[src/rtl/seq_entry_fsm.sv]
// seq_entry_fsm: debounced pushbutton digit entry and reference-code compare.
// Define SEQ_LOCKOUT_EN to add a lockout after three consecutive failures.
module seq_entry_fsm #(
    parameter int DEBOUNCE_CYCLES = 1000000,
    parameter int TIMEOUT_CYCLES  = 250000000,
    parameter int SEQ_LEN         = 4,
    parameter int LOCKOUT_CYCLES  = 500000000
) (
    input  logic                 CLOCK_50,
    input  logic                 RESET,
    input  logic                 key_n,
    input  logic [3:0]           sw_digit,
    input  logic [4*SEQ_LEN-1:0] code,
    output logic [4*SEQ_LEN-1:0] digits,
    output logic [2:0]           count,
    output logic                 busy,
    output logic                 match,
    output logic                 fail,
    output logic                 locked
);

    localparam int DW  = 4 * SEQ_LEN;
    localparam int DBW = $clog2(DEBOUNCE_CYCLES + 1);
    localparam int TOW = $clog2(TIMEOUT_CYCLES + 1);

    localparam logic [DBW-1:0] DB_LAST = DBW'(DEBOUNCE_CYCLES - 1);
    localparam logic [TOW-1:0] TO_LAST = TOW'(TIMEOUT_CYCLES - 1);
    localparam logic [2:0]     LEN     = 3'(SEQ_LEN);

    typedef enum logic [2:0] {
        S_IDLE,
        S_ENTER,
        S_CHECK,
        S_RESULT,
        S_LOCKED
    } state_e;

    logic           key_s1_q;
    logic           key_s2_q;
    logic           key_db_q;
    logic           press_q;
    logic [DBW-1:0] db_cnt_q;
    logic           db_flip;

    // Debounced level only moves after DEBOUNCE_CYCLES stable differing samples.
    assign db_flip = (key_s2_q != key_db_q) && (db_cnt_q == DB_LAST);

    always_ff @(posedge CLOCK_50 or posedge RESET) begin
        if (RESET) begin
            key_s1_q <= 1'b1;
            key_s2_q <= 1'b1;
            key_db_q <= 1'b1;
            press_q  <= 1'b0;
            db_cnt_q <= '0;
        end else begin
            key_s1_q <= key_n;
            key_s2_q <= key_s1_q;
            press_q  <= db_flip && key_db_q;
            if (key_s2_q == key_db_q) begin
                db_cnt_q <= '0;
            end else if (db_flip) begin
                db_cnt_q <= '0;
                key_db_q <= key_s2_q;
            end else begin
                db_cnt_q <= db_cnt_q + DBW'(1);
            end
        end
    end

    state_e         state_q, state_d;
    logic [DW-1:0]  digits_q, digits_d;
    logic [2:0]     count_q, count_d;
    logic           match_q, match_d;
    logic           fail_q, fail_d;
    logic [TOW-1:0] to_cnt_q, to_cnt_d;
    logic [DW+3:0]  shifted;

    assign shifted = {digits_q, sw_digit};

`ifdef SEQ_LOCKOUT_EN
    localparam int LKW = $clog2(LOCKOUT_CYCLES + 1);
    localparam logic [LKW-1:0] LK_LAST = LKW'(LOCKOUT_CYCLES - 1);

    logic [1:0]     fcnt_q, fcnt_d;
    logic [LKW-1:0] lk_cnt_q, lk_cnt_d;

    always_ff @(posedge CLOCK_50 or posedge RESET) begin
        if (RESET) begin
            fcnt_q   <= '0;
            lk_cnt_q <= '0;
        end else begin
            fcnt_q   <= fcnt_d;
            lk_cnt_q <= lk_cnt_d;
        end
    end
`endif

    always_ff @(posedge CLOCK_50 or posedge RESET) begin
        if (RESET) begin
            state_q  <= S_IDLE;
            digits_q <= '0;
            count_q  <= '0;
            match_q  <= 1'b0;
            fail_q   <= 1'b0;
            to_cnt_q <= '0;
        end else begin
            state_q  <= state_d;
            digits_q <= digits_d;
            count_q  <= count_d;
            match_q  <= match_d;
            fail_q   <= fail_d;
            to_cnt_q <= to_cnt_d;
        end
    end

    always_comb begin
        state_d  = state_q;
        digits_d = digits_q;
        count_d  = count_q;
        match_d  = match_q;
        fail_d   = fail_q;
        to_cnt_d = to_cnt_q;
`ifdef SEQ_LOCKOUT_EN
        fcnt_d   = fcnt_q;
        lk_cnt_d = lk_cnt_q;
`endif
        unique case (state_q)
            S_IDLE: begin
                if (press_q) begin
                    digits_d = shifted[DW-1:0];
                    count_d  = 3'd1;
                    to_cnt_d = '0;
                    state_d  = (SEQ_LEN == 1) ? S_CHECK : S_ENTER;
                end
            end
            S_ENTER: begin
                if (press_q) begin
                    digits_d = shifted[DW-1:0];
                    count_d  = count_q + 3'd1;
                    to_cnt_d = '0;
                    if (count_q + 3'd1 == LEN) begin
                        state_d = S_CHECK;
                    end
                end else if (to_cnt_q == TO_LAST) begin
                    fail_d  = 1'b1;
                    state_d = S_RESULT;
                end else begin
                    to_cnt_d = to_cnt_q + TOW'(1);
                end
            end
            S_CHECK: begin
                match_d = (digits_q == code);
                fail_d  = (digits_q != code);
                state_d = S_RESULT;
            end
            S_RESULT: begin
                // The clearing press is consumed; its digit is not captured.
                if (press_q) begin
                    digits_d = '0;
                    count_d  = '0;
                    match_d  = 1'b0;
                    fail_d   = 1'b0;
                    state_d  = S_IDLE;
                end
            end
`ifdef SEQ_LOCKOUT_EN
            S_LOCKED: begin
                if (lk_cnt_q == LK_LAST) begin
                    digits_d = '0;
                    count_d  = '0;
                    fail_d   = 1'b0;
                    state_d  = S_IDLE;
                end else begin
                    lk_cnt_d = lk_cnt_q + LKW'(1);
                end
            end
`endif
            default: begin
                state_d = S_IDLE;
            end
        endcase
`ifdef SEQ_LOCKOUT_EN
        if (state_q == S_CHECK && !fail_d) begin
            fcnt_d = '0;
        end
        // A rising fail flag marks a fresh failed result (mismatch or timeout).
        if (fail_d && !fail_q) begin
            if (fcnt_q == 2'd2) begin
                state_d  = S_LOCKED;
                digits_d = '0;
                count_d  = '0;
                match_d  = 1'b0;
                fcnt_d   = '0;
                lk_cnt_d = '0;
            end else begin
                fcnt_d = fcnt_q + 2'd1;
            end
        end
`endif
    end

    assign digits = digits_q;
    assign count  = count_q;
    assign match  = match_q;
    assign fail   = fail_q;
    assign busy   = (state_q == S_ENTER) || (state_q == S_CHECK);
`ifdef SEQ_LOCKOUT_EN
    assign locked = (state_q == S_LOCKED);
`else
    assign locked = 1'b0;
`endif

endmodule
[config.mk]
export PLATFORM = sky130hd
export DESIGN_NAME = seq_entry_fsm
export DESIGN_NICKNAME = d
export VERILOG_FILES = /design/src/rtl/seq_entry_fsm.sv
export SDC_FILE = /design/constraint.sdc
export NUM_CORES = 1
export LEC_CHECK = 0
export CAP_MARGIN = 25
export CORE_MARGIN = 4
export CORE_UTILIZATION = 51
export DETAILED_ROUTE_END_ITERATION = 12
export GPL_TIMING_DRIVEN = 0
export PLACE_DENSITY = 0.84
export REMOVE_ABC_BUFFERS = 1
export SLEW_MARGIN = 30
export SYNTH_ARGS = -nofsm -noshare
export SYNTH_HDL_FRONTEND = slang
export SYNTH_SLANG_ARGS = --single-unit
[constraint.sdc]
create_clock -name CLOCK_50 -period 1.9 [get_ports CLOCK_50]
set_input_delay 0.19 -clock CLOCK_50 [delete_from_list [all_inputs] [get_ports CLOCK_50]]
set_output_delay 0.19 -clock CLOCK_50 [all_outputs]
set_load 0.01 [all_outputs]
# Yosys cells after proc, flatten, opt, wreduce, memory -nomap -nowiden
# Index checks and enable logic that the tools add are counted.
totals:
  reg_bits: 76
  input_bits: 23
  wordCells: 73
classes:
  add_sub_neg: 3
  n_eq_ne: 19
  n_mux: 22
  n_bitwise: 1
  n_reduce_logical: 17
ops:
  columns: ["op", "n"]
  rows:
  - ["$mux 28", 3]
  - ["$pmux 28 s2", 1]
  - ["$mux 20", 2]
  - ["$mux 16", 2]
  - ["$pmux 16 s2", 1]
  - ["$add 28x1->28 const B", 1]
  - ["$eq 28x28->1 const B", 1]
  - ["$add 20x1->20 const B", 1]
  - ["$eq 20x20->1 const B", 1]
  - ["$mux 3", 6]
  - ["$eq 16x16->1", 1]
  - ["$ne 16x16->1", 1]
  - ["$pmux 3 s4", 1]
  - ["$reduce_and 4->1", 3]
  - ["$ne 2x2->1 const B", 5]
  - ["$ne 3x3->1 const B", 3]
  - ["$pmux 3 s3", 1]
  - ["$eq 3x2->1 const B", 2]
  - ["$reduce_and 3->1", 2]
  - ["$reduce_bool 2->1", 3]
  - ["$reduce_bool 3->1", 2]
  - ["$reduce_and 2->1", 2]
  - ["$add 3x1->3 const B", 1]
  - ["$eq 3x1->1 const B", 1]
  - ["other kinds (12)", 15]

# Logic depth before layout (Yosys ltp)
logic_depth:
  ltp_word: 5
  depth_mapped: 8
  mapped_depth_nobuf: 7

# Worst setup path after synthesis
# Ideal clock, no wire load.
synth_timing:
  path_kind: "register to register"
  from: "reg state_q[1]"
  to: "reg to_cnt_q[21]"
  t_arrival_ns: 1.931
  path_slack_ns: -0.163
  stages_incl_launch_ff: 9
  period_less_slack_ns: 2.063
  path_cell_list: "dfrtp_1 -> inv_1 -> ha_1 -> mux2_2 -> or3b_1 -> clkbuf_1 -> nor4_2 -> xnor2_1 -> nor2_1"
synth_between:
  elab_chain_cells: 3
synth_rtl:
  columns: ["element", "line_no", "text"]
  rows:
  - ["start: declaration", "70", "state_e state_q, state_d;"]
  - ["start signal: assignment", "107", "state_q <= state_d;"]
  - ["$eq 3x1->1 / $logic_not 3->1 (equally long branches)", "127", "unique case (state_q)"]
  - ["$ne 3x3->1 (no source line) (tied with other cells)", null, null]
  - ["$reduce_and 3->1 (no source line)", null, null]
  - ["end signal: assignment", "112", "to_cnt_q <= to_cnt_d;"]
  - ["end: declaration", "75", "logic [TOW-1:0] to_cnt_q, to_cnt_d;"]
# Parallel ways exist; a longest one is shown, timed or not.
# A chain may end at the register's enable or synchronous reset.

# Final worst setup path
layout_timing:
  from: "reg to_cnt_q[7]"
  to: "reg fail_q, in the netlist fail"
layout_between:
  elab_chain_cells: 3
layout_rtl:
  columns: ["element", "line_no", "text"]
  rows:
  - ["$eq 28x28->1", "144", "end else if (to_cnt_q == TO_LAST) begin"]
  - ["$ne 2x2->1 (no source line)", null, null]
  - ["$reduce_and 4->1 (no source line)", null, null]
  - ["end signal: assignment", "111", "fail_q <= fail_d;"]
  - ["end: declaration", "74", "logic fail_q, fail_d;"]
# No other way between the ends.

==> results.md <==
- CTS Buffer Depth: 2
- Drt pass-1 iters: 5
- DR vias: 3559
- Clk slew on worst S/H paths: 80 ps
- Inserted Clock Buffers: 9
- Setup crit start kind: register
- Overflow after GRT: 0
- Fill cells: 447
- EDFF count, synth: 0
- Routability Congestion: 0.830
- Final #Nets: 508
- Reg2reg setup slack: -230 ps
- Crit Path Category: register to register
- Root buf cell: clkbuf_8
- Clk_skew: 12.6 ps
- Critical Path End: fail
- Period Utilization, post-route: 112%
- Die area: 9160 um2
- Peak supply drop: 0.000512 V
- Critical path capture point type: register
- Max Clk Rate: 0.469 GHz
- RSZ-0062 raised after global routing: yes
- Initial antenna violation count: 0
- Max-slew violation count: 0
- CTS H-tree depth: 3
- Worst reg2reg endpoint: fail
- Largest net degree at the start of global routing: 40
- Fin area: 5370 um2
- Arr. time, crit path: 2390 ps
- Placement Setup Slack: -466 ps
- Worst reg-to-reg path cell count: 7
- Synth warn: 0
- GRT Util Overall: 23.0%
- Dpl cell area: 4450 um2
- Crit path launch: to_cnt_q[7]
- Syn Area/Cell: 10.0 um2
- Post-layout util: 72.8%
- FF-to-FF Start: to_cnt_q[7]
- Worst Hold Class: input pin to async pin
- DRT iter0 DRCs: 251
- Post-DR wirelength/cell: 20.0 um
- Synthesized flop and latch total: 75
- Hold Fails Final Rpt: 0
- Status: finished with violations
- Total Wirelength: 11600 um
- Share of the synthesized area in the top cell type: 45.9%
- Core box area: 7370 um2
- Mapped Cells: 392
- Inserted Diodes: 0
- P&R area growth vs syn: 36.8%
- Total of max-cap violations: 0
- # IOs: 46
- Clock Latency Late Sink: 360 ps
- First-pass GRT wire length: 16300 um
- PortBufs: 44
- Die Height: 95.7 um
- Crit-path max FO: 7
- Worst-Margin Slew: 706 ps
- Worst rel slew slack: 52.9%
- Yosys top cell by area: dfrtp_1
- Pwr dens: 544 nW/um2
- Layout cell share with drive strength beyond 1: 28.7%
- Req. time, crit path: 2160 ps
- Number of remaining DRC errors: 0
- Initial core utilization: 53.2%
- Placed wire-length estimate: 5740 um
- Final WS setup: -231 ps
- Post-route minimum period: 2130 ps
- Sink Count: 75
- Async SR Flop Fraction: 100%
- Synthesized area: 3920 um2
- Rows: 31
- Top FF cell, synth: dfrtp_1
- Antenna Violating Nets Remaining: 0
- Violated checks: setup timing
- Register area share after synthesis: 47.9%
- Vias per cell: 6.15
- Count of cell types in the netlist: 51
- CTS Hold Bufs: 0
- Leak pwr: 2.35 nW
- Synth area leaders: dfrtp_1 (46%), xnor2_1 (6.9%), nor2_1 (4.7%)
- Die width: 95.7 um
- # setup viols final: 37
- Vias in the first global route: 3345
- CTS tree: built
==> what timing repair did <==
action                     in CTS  in global routing
setup endpoints to repair      54                 67
gates cloned                    4                  1
gates resized for setup        44                 62
pin swaps                      23                 30
buffers inserted               21                 15
==> per-stage QoR <==
step | std cells | hold slack [ps] | TNS, ps | power (mW)
6_report | 579 | 213 | -2390 | 2.92
5_1_grt | 579 | 223 | -5380 | 3.00
4_1_cts | 563 | 219 | -818 | 2.92
3_5_place_dp | 522 | 352 | -12340 | 1.76
3_3_place_gp | 521 | 351 | -117710 | 1.76
2_1_floorplan | 378 | 194 | -15450 | 1.69
==> power by group <==
part	switching (mW)	leakage (nW)	internal (mW)
registers	0.00885	1.02	1.60
logic	0.0676	1.24	0.0654
clock network	0.628	0.0880	0.547
total	0.705	2.35	2.22
==> layout by cell type, fill, tap and decap left out, types with 7 or more instances in the layout <==
master	synthesis	layout
a21oi_1	13	10
a22o_1	17	17
buf_4	2	28
buf_6	1	7
clkbuf_8	0	11
clkdlybuf4s50_1	0	43
dfrtp_1	72	69
inv_1	14	11
nand2_1	20	19
nand3_1	19	18
nand4_1	10	10
nor2_1	49	30
nor2_2	1	20
o21ai_0	15	7
xnor2_1	31	31
xor2_1	19	19
==> cells by family (layout without fill, tap and decap cells) <==
logic type	Yosys count	count (layout)	share of synthesized area, %
other	1	1	0.0956
adders and majority gates	10	10	3.19
and+or+nand+nor	163	166	22.5
buffers and inverters	28	111	3.13
muxes	5	5	1.50
AOI/OAI and AO/OA	60	62	10.5
DFF	75	75	47.9
xor gates and xnor gates	50	50	11.2
==> flip-flops by register name, indices dropped and copies added, names as in the netlist <==
register,count
match,1
fail,1
db_cnt_q,20
key_s2_q,1
count,3
press_q,1
state_q,2
key_s1_q,1
digits,16
to_cnt_q,28
key_db_q,1
==> worst min path at each step <==
stage                    to  slack [ps]     start
3_3_place_gp       key_s2_q         350  key_s1_q
5_1_grt            key_s1_q         220     key_n
2_1_floorplan      key_s1_q         190     key_n
3_5_place_dp       key_s2_q         350  key_s1_q
6_report        db_cnt_q[5]         210     RESET
4_1_cts        to_cnt_q[12]         220     RESET
==> layout make-up <==
type                    instances  area, um2  share of cell area, %
multi-input cells             294       2340                   43.6
flip-flops and latches         75       1880                   35.1
repair buffers                 81        772                   14.4
clock buffers                  11        151                   2.82
well taps                      99        124                   2.31
inverters                      14       57.6                   1.07
clock inverters                 5       36.3                  0.676
==> synth_stat cells (all sizes together) (5+ instances only) <==
| master | instances |
|---|---|
| clkbuf | 9 |
| xor2 | 19 |
| or3 | 7 |
| nor4 | 15 |
| nand2 | 20 |
| nand3 | 19 |
| o21ai | 15 |
| a22o | 17 |
| xnor2 | 31 |
| o31ai | 5 |
| dfrtp | 72 |
| nand4 | 10 |
| nor3 | 11 |
| and4 | 6 |
| nor2 | 50 |
| a21oi | 13 |
| ha | 10 |
| buf | 5 |
| inv | 14 |
==> metal layers <==
layer  share of wire, %  track usage, %  wire length (um)
met1                 38            28.6              4390
met2                 51            38.0              5850
met3                7.8            7.51               906
met4                3.7            6.99               429
met5                  0               0                 0
==> worst max-delay path: stages, from the launching register on <==
cell and delay [ps]:
dfrtp_1 500, or4b_4 590, nor4_4 170, buf_6 170, a21oi_4 70, buf_4 130
buf_6 110, o31ai_1 280
Note: power is estimated with default switching activity, not from simulation.
